## src/rtl/fetch_unit.sv

```systemverilog
// Instruction fetch: PC, one outstanding synchronous imem read and a 2-entry response buffer feeding IF/ID.
// Define FETCH_BYPASS_EN to let the head come straight from imem_rdata when the buffer is empty.
module fetch_unit #(
    parameter int WIDTH = 32,
    parameter int AW = 10,
    parameter logic [AW-1:0] RESET_PC = '0
) (
    input  logic             clk,
    input  logic             reset,
    input  logic             stall,
    input  logic             redirect,
    input  logic [AW-1:0]    redirect_addr,
    output logic             imem_en,
    output logic [AW-1:0]    imem_addr,
    input  logic [WIDTH-1:0] imem_rdata,
    output logic [WIDTH-1:0] instr_out,
    output logic [AW-1:0]    addr_out,
    output logic             fetch_valid,
    output logic             flush_out
);

    logic [AW-1:0]    pc_q, pc_d;
    logic [AW-1:0]    req_addr_q, req_addr_d;
    logic             req_valid_q, req_valid_d;
    logic [1:0]       count_q, count_d;
    logic             rd_ptr_q, rd_ptr_d;
    logic [WIDTH-1:0] buf_instr_q [2];
    logic [WIDTH-1:0] buf_instr_d [2];
    logic [AW-1:0]    buf_addr_q [2];
    logic [AW-1:0]    buf_addr_d [2];

    logic             has_buf;
    logic             head_exists;
    logic [WIDTH-1:0] head_instr;
    logic [AW-1:0]    head_addr;
    logic             pop;
    logic             pop_buf;
    logic             push;
    logic             issue;
    logic             wr_ptr;
    logic [1:0]       occupancy;

    assign has_buf   = (count_q != 2'd0);
    assign occupancy = count_q + {1'b0, req_valid_q};
    assign wr_ptr    = rd_ptr_q ^ count_q[0];

    always_comb begin
        head_instr  = buf_instr_q[rd_ptr_q];
        head_addr   = buf_addr_q[rd_ptr_q];
`ifdef FETCH_BYPASS_EN
        head_exists = has_buf | req_valid_q;
        if (!has_buf) begin
            head_instr = imem_rdata;
            head_addr  = req_addr_q;
        end
`else
        head_exists = has_buf;
`endif
    end

    assign fetch_valid = head_exists & ~redirect;
    assign pop         = fetch_valid & ~stall;
    assign pop_buf     = pop & has_buf;
`ifdef FETCH_BYPASS_EN
    // A response consumed straight off the bypass never enters the buffer.
    assign push        = req_valid_q & ~redirect & ~(~has_buf & pop);
`else
    assign push        = req_valid_q & ~redirect;
`endif
    assign issue       = redirect | (occupancy < 2'd2) | pop;

    assign imem_en     = ~reset & issue;
    assign imem_addr   = redirect ? redirect_addr : pc_q;
    assign flush_out   = ~reset & redirect;
    assign instr_out   = fetch_valid ? head_instr : '0;
    assign addr_out    = fetch_valid ? head_addr : '0;

    always_comb begin
        pc_d        = pc_q;
        req_addr_d  = req_addr_q;
        req_valid_d = 1'b0;
        count_d     = count_q;
        rd_ptr_d    = rd_ptr_q;
        if (redirect) begin
            pc_d        = redirect_addr + AW'(1);
            req_addr_d  = redirect_addr;
            req_valid_d = 1'b1;
            count_d     = 2'd0;
        end else begin
            if (issue) begin
                pc_d        = pc_q + AW'(1);
                req_addr_d  = pc_q;
                req_valid_d = 1'b1;
            end
            count_d = count_q + {1'b0, push} - {1'b0, pop_buf};
            if (pop_buf) begin
                rd_ptr_d = ~rd_ptr_q;
            end
        end
    end

    always_comb begin
        buf_instr_d = buf_instr_q;
        buf_addr_d  = buf_addr_q;
        if (push) begin
            buf_instr_d[wr_ptr] = imem_rdata;
            buf_addr_d[wr_ptr]  = req_addr_q;
        end
    end

    always_ff @(posedge clk or posedge reset) begin
        if (reset) begin
            pc_q        <= RESET_PC;
            req_addr_q  <= '0;
            req_valid_q <= 1'b0;
            count_q     <= 2'd0;
            rd_ptr_q    <= 1'b0;
        end else begin
            pc_q        <= pc_d;
            req_addr_q  <= req_addr_d;
            req_valid_q <= req_valid_d;
            count_q     <= count_d;
            rd_ptr_q    <= rd_ptr_d;
        end
    end

    // Buffer payload is only read while count says it is valid, so it needs no reset.
    always_ff @(posedge clk) begin
        buf_instr_q <= buf_instr_d;
        buf_addr_q  <= buf_addr_d;
    end

endmodule
```

## config.mk

```make
export PLATFORM = sky130hd
export DESIGN_NAME = fetch_unit
export DESIGN_NICKNAME = d
export VERILOG_FILES = /design/src/rtl/fetch_unit.sv
export SDC_FILE = /design/constraint.sdc
export NUM_CORES = 1
export LEC_CHECK = 0
export BUFFER_PORTS_ARGS = -buffer_cell sky130_fd_sc_hd__buf_2
export CORE_ASPECT_RATIO = 0.6
export CORE_MARGIN = 10
export CORE_UTILIZATION = 54
export DETAILED_ROUTE_END_ITERATION = 10
export PLACE_DENSITY = 0.8
export SLEW_MARGIN = 25
export SYNTH_ARGS = -nofsm -noshare
export SYNTH_HDL_FRONTEND = slang
export SYNTH_SLANG_ARGS = --single-unit
```

## constraint.sdc

```tcl
create_clock -name clk -period 4.3 [get_ports clk]
set_input_delay 0.215 -clock clk [delete_from_list [all_inputs] [get_ports clk]]
set_output_delay 0.215 -clock clk [all_outputs]
set_load 0.05 [all_outputs]
```

# After elaboration in Yosys (flattened, before gate mapping)
# Cells that the tools add are included.
[classes] add_sub_neg=5 n_lt_le_gt_ge=4 muxes=22 bitwise_logic=15 n_reduce_logical=4
[op_table] operator="32-bit 2-to-1 mux" n=5
[op_table] operator="10-bit 2-to-1 mux" n=10
[op_table] operator="64-bit bitwise mux" n=1
[op_table] operator="32-bit demux with 1-bit select" n=1
[op_table] operator="10-bit by 1-bit adder with 10-bit output (second input constant)" n=2
[op_table] operator="20-bit bitwise mux" n=1
[op_table] operator="10-bit demux with 1-bit select" n=1
[op_table] operator="1-bit bitwise AND" n=6
[op_table] operator="2-bit by 1-bit adder with 2-bit output" n=2
[op_table] operator="2-bit greater-or-equal comparator (second input constant)" n=2
[op_table] operator="1-bit inverter" n=4
[op_table] operator="1-bit inverter with 2-bit output" n=2
[op_table] operator="2-bit nonzero test" n=2
[op_table] operator="2-bit by 1-bit less-than comparator with 1-bit output (second input constant)" n=1
[op_table] operator="2-bit less-than comparator (second input constant)" n=1
[op_table] operator="1-bit 2-to-1 mux" n=2
[op_table] operator="2-bit 2-to-1 mux" n=1
[op_table] operator="1-bit OR" n=2
[op_table] operator="2-bit AND reduction" n=1
[op_table] operator="2-bit by 1-bit subtractor with 2-bit output" n=1
[op_table] operator="1-bit logical AND" n=1
[op_table] operator="1-bit bitwise XOR" n=1
[word_totals] reg_bits=108 in_bits=46 out_inout_bits=55 elab_cells=59

# Depth between registers and ports, before layout
[logic_depth] word_depth=7 mapped_depth=9

# Worst setup path after synthesis
# Ideal clock, no wire load.
[synth_path] kind="input port to flip-flop" start="input redirect" end="register buf_addr_q[10] (netlist name), enable pin" setup_time_ns=0.446 t_arrival_ns=2.584 slack_ns=1.269 stages=4 path_buffers=2 path_cell_list="buf_6 > buf_2 > nand2b_1 > nor2b_1"
[synth_via] elab_chain_cells=2
[synth_lines] item="start: declaration" line_no="11" text="input logic redirect,"
[synth_lines] item="1-bit inverter (no line)"
[synth_lines] item="1-bit bitwise AND" line_no="68" text="assign push = req_valid_q & ~redirect;"
[synth_lines] item="end signal: assignment" line_no="130" text="buf_addr_q <= buf_addr_d;"
[synth_lines] item="end: declaration" line_no="29" text="logic [AW-1:0] buf_addr_q [2];"
# Every way passes these cells.
# A chain may end at the register's enable or synchronous reset.

# Worst setup path in the final report
[layout_path] start="register count_q[0]" end="register req_addr_q[3]"
[layout_via] elab_chain_cells=5 elab_cells_between_ends=8
[layout_lines] item="start: declaration" line_no="25" text="logic [1:0] count_q, count_d;"
[layout_lines] item="start signal: assignment" line_no="122" text="count_q <= count_d;"
[layout_lines] item="2-bit by 1-bit adder with 2-bit output or 2-bit nonzero test (tied branches)" line_no="44, 43"
[layout_lines] item="2-bit less-than comparator or 1-bit bitwise AND (tied branches)" line_no="70, 61"
[layout_lines] item="1-bit OR or 1-bit bitwise AND (tied branches)" line_no="70, 62"
[layout_lines] item="1-bit OR *" line_no="70" text="assign issue = redirect | (occupancy < 2'd2) | pop;"
[layout_lines] item="2-bit nonzero test (no line) *"
[layout_lines] item="end signal: assignment" line_no="120" text="req_addr_q <= req_addr_d;"
[layout_lines] item="end: declaration" line_no="23" text="logic [AW-1:0] req_addr_q, req_addr_d;"
# Every way passes the cells marked *; elsewhere a longest branch is shown, timed or not.

==> metrics.yaml <==
critical_path:
  critPathCapture: "req_addr_q[3]"
  worst_setup_path_start_kind: "flip-flop"
  critPathKind: "reg2reg"
  cp-startpoint: "count_q[0]"
  cp.required_ps: 4520
  crit_arrival_ps: 2410
  r2r_end: "req_addr_q[3]"
  worstReg2RegStart: "count_q[0]"
  rr_worst_depth: 4
  cp-end-kind: "flip-flop"
  path_max_fanout: 30
  reg2reg_slack_ps: 2110
power_and_ir_drop:
  ir_drop_uv: 319
  intPower_mw: 2.31
  power_leakage_nw: 2.33
  power_frac_comb_pct: 36.4
  powerDensity_nw_per_um2: 700
  pwr-share-seq_pct: 43.6
  power.switching_mw: 1.45
  switching_share_pct: 38.5
  clockPowerShare_pct: 20.1
routing:
  antenna_left: 0
  drtIter0Drc: 203
  firstDrtPassIters: 4
  wl_um: 9170
  vias: 2686
  wl_per_cell_um: 17.5
  via_per_inst: 5.13
  drc_errors: 0
sta:
  whs_ps: -28.2
  fin_crit_ps: 2190
  rsz0062_at_grt: "no"
  hold_viol: 24
  min_period_over_period_pct: 50.8
  skew_ps: 6.17
  drv_slew: 0
  max_slew_margin_pct: 38.4
  final-setup-viol-count: 0
  worst_pin_slew_ps: 919
  max_freq_mhz: 457
  finalSetupTns_ps: 0
synthesis:
  syn_nets: 359
  synth_cells: 310
  synthTopCellsByArea: "edfxtp_1 (57%), dfrtp_1 (14%), mux2i_1 (11%)"
  syn_area_um2: 4440
  synth_edf_count: 84
  synth_top_area_cell: "edfxtp_1"
  async_flop_share_pct: 22.2
  synth.most_common_cell: "edfxtp_1"
  synth_flop_cell: "edfxtp_1"
  avgSynthCellArea_um2: 14.3
  synth.top_cell.area_share_pct: 56.9
  yosysSeqAreaShare_pct: 70.4
  synth.distinct_cells: 34
  yosys_warnings: 0
  ys_ff_latch: 108
  synth_common_cells: "edfxtp_1 (84), nor2_1 (57), mux2i_1 (50)"
global_routing:
  grt_pass1_wl_um: 14400
  grtUsageMet3_pct: 5.44
  gr-usage-met1_pct: 20.4
  grt_pass1_vias: 2776
  grtUsageTotal_pct: 14.8
  antenna_found_initial: 1
  gr-total-overflow: 0
  grtUsageMet2_pct: 21.0
  busiest_layer: "met2"
  grt_start_max_net_pins: 45
cts:
  h-tree-depth: 3
  clockBufferDepth: 2
  clk_latency_ps: 340
  cts_hold_buf: 0
  cts_tree: "built"
  cts_buffers: 9
  cts.clk_slew.worst_paths_ps: 70
  cts.sinks: 108
  cts_resized: 0
  root_buffer: "clkbuf_16"
  cts_setup_buffers: 0
hold_path:
  hold_class: "in2async"
floorplanning:
  die_area_um2: 12400
  fp.dieW_um: 137
  die_h_um: 90.2
  coreArea_um2: 7950
  num_io_pins: 101
  start_util_pct: 55.8
  num_rows: 25
finish:
  nets: 459
  synthToLayoutAreaGrowth_pct: 20.8
  fill_cells: 591
  finalCoreUtilization_pct: 67.4
  layout-drive-gt1-share_pct: 31.3
run:
  max_cap_viol_count: 0
run_status:
  violations: "negative hold slack"
  status: "complete, but fails checks"
place:
  gp_congestion: 0.819
  hpwl_um: 6280
  port_buffers: 100
## per-layer routing
metal / part of all wire [%] / routed length [um]
met5: 0 / 0
met4: 0.95 / 87
met3: 8.5 / 777
met2: 42 / 3880
met1: 48 / 4420
## worst min path at each step
stage | to | slack, ps
6_report | pc_q[8] | -30
5_1_grt | req_addr_q[9] | 20
4_1_cts | buf_instr_q[28] | 50
3_5_place_dp | buf_instr_q[60] | 410
3_3_place_gp | buf_instr_q[35] | 400
2_1_floorplan | count_q[0] | 230
## metrics by stage
stage                     cells  total power, mW  worst slack, ps  hold slack, ps  cell area (um2)
after floorplan             310             2.68             1270             230             4440
after global placement      506             2.98             1990             403             5050
after detailed placement    506             3.02             1870             406             5050
after CTS                   522             3.77             1860            45.9             5330
after global routing        523             3.95             1970            25.0             5360
final                       524             3.75             2110           -28.2             5360
## power groups by stage
| stage | clock network, mW | logic, mW | registers (mW) |
|---|---|---|---|
| after floorplan | 0 | 1.05 | 1.62 |
| after global placement | 0 | 1.34 | 1.64 |
| after detailed placement | 0 | 1.36 | 1.66 |
| after CTS | 0.766 | 1.36 | 1.64 |
| after global routing | 0.816 | 1.47 | 1.67 |
| final | 0.754 | 1.36 | 1.63 |
## cell families after synthesis
group / synth area share [%]
multiplexers: 12.6
adder cells (fa/ha/maj): 0.846
flip-flops: 70.4
XOR/XNOR: 1.58
buffers and inverters: 2.57
AO/OA/AOI/OAI: 3.75
AND/OR/NAND/NOR: 8.26
## state kept, by name (all words and copies together) (netlist names)
register and flops:
pc_q 10, count_q 2, buf_instr_q 64, req_valid_q 1, buf_addr_q 20, req_addr_q 10
rd_ptr_q 1
## worst max-delay path, stage by stage, from the launching register on
cell	delay (ps)
dfrtp_1	450
and3b_1	200
o21a_1	310
inv_1	690
mux2_2	410
## area by class of cell
| class | instances | area, um2 | share of cell area [%] |
|---|---|---|---|
| Antenna cell | 1 | 2.50 | 0.0467 |
| Timing Repair Buffer | 104 | 551 | 10.3 |
| Sequential cell | 108 | 3120 | 58.3 |
| Clock buffer | 9 | 225 | 4.20 |
| Tap cell | 108 | 135 | 2.52 |
| Multi-Input combinational cell | 175 | 1230 | 22.9 |
| Clock inverter | 7 | 48.8 | 0.911 |
| Inverter | 12 | 45.0 | 0.841 |
## cells in the final DEF (no fill, tap or decap), types with 4 or more instances in the layout
master	n
buf_2	100
nor2_1	56
and3_1	4
a21oi_1	13
mux2_2	4
clkbuf_16	9
nand2_1	9
xnor2_1	5
inv_1	11
dfrtp_1	23
nor3_1	4
mux2i_1	50
edfxtp_1	84
No activity file was read; power rests on OpenSTA's default activity.
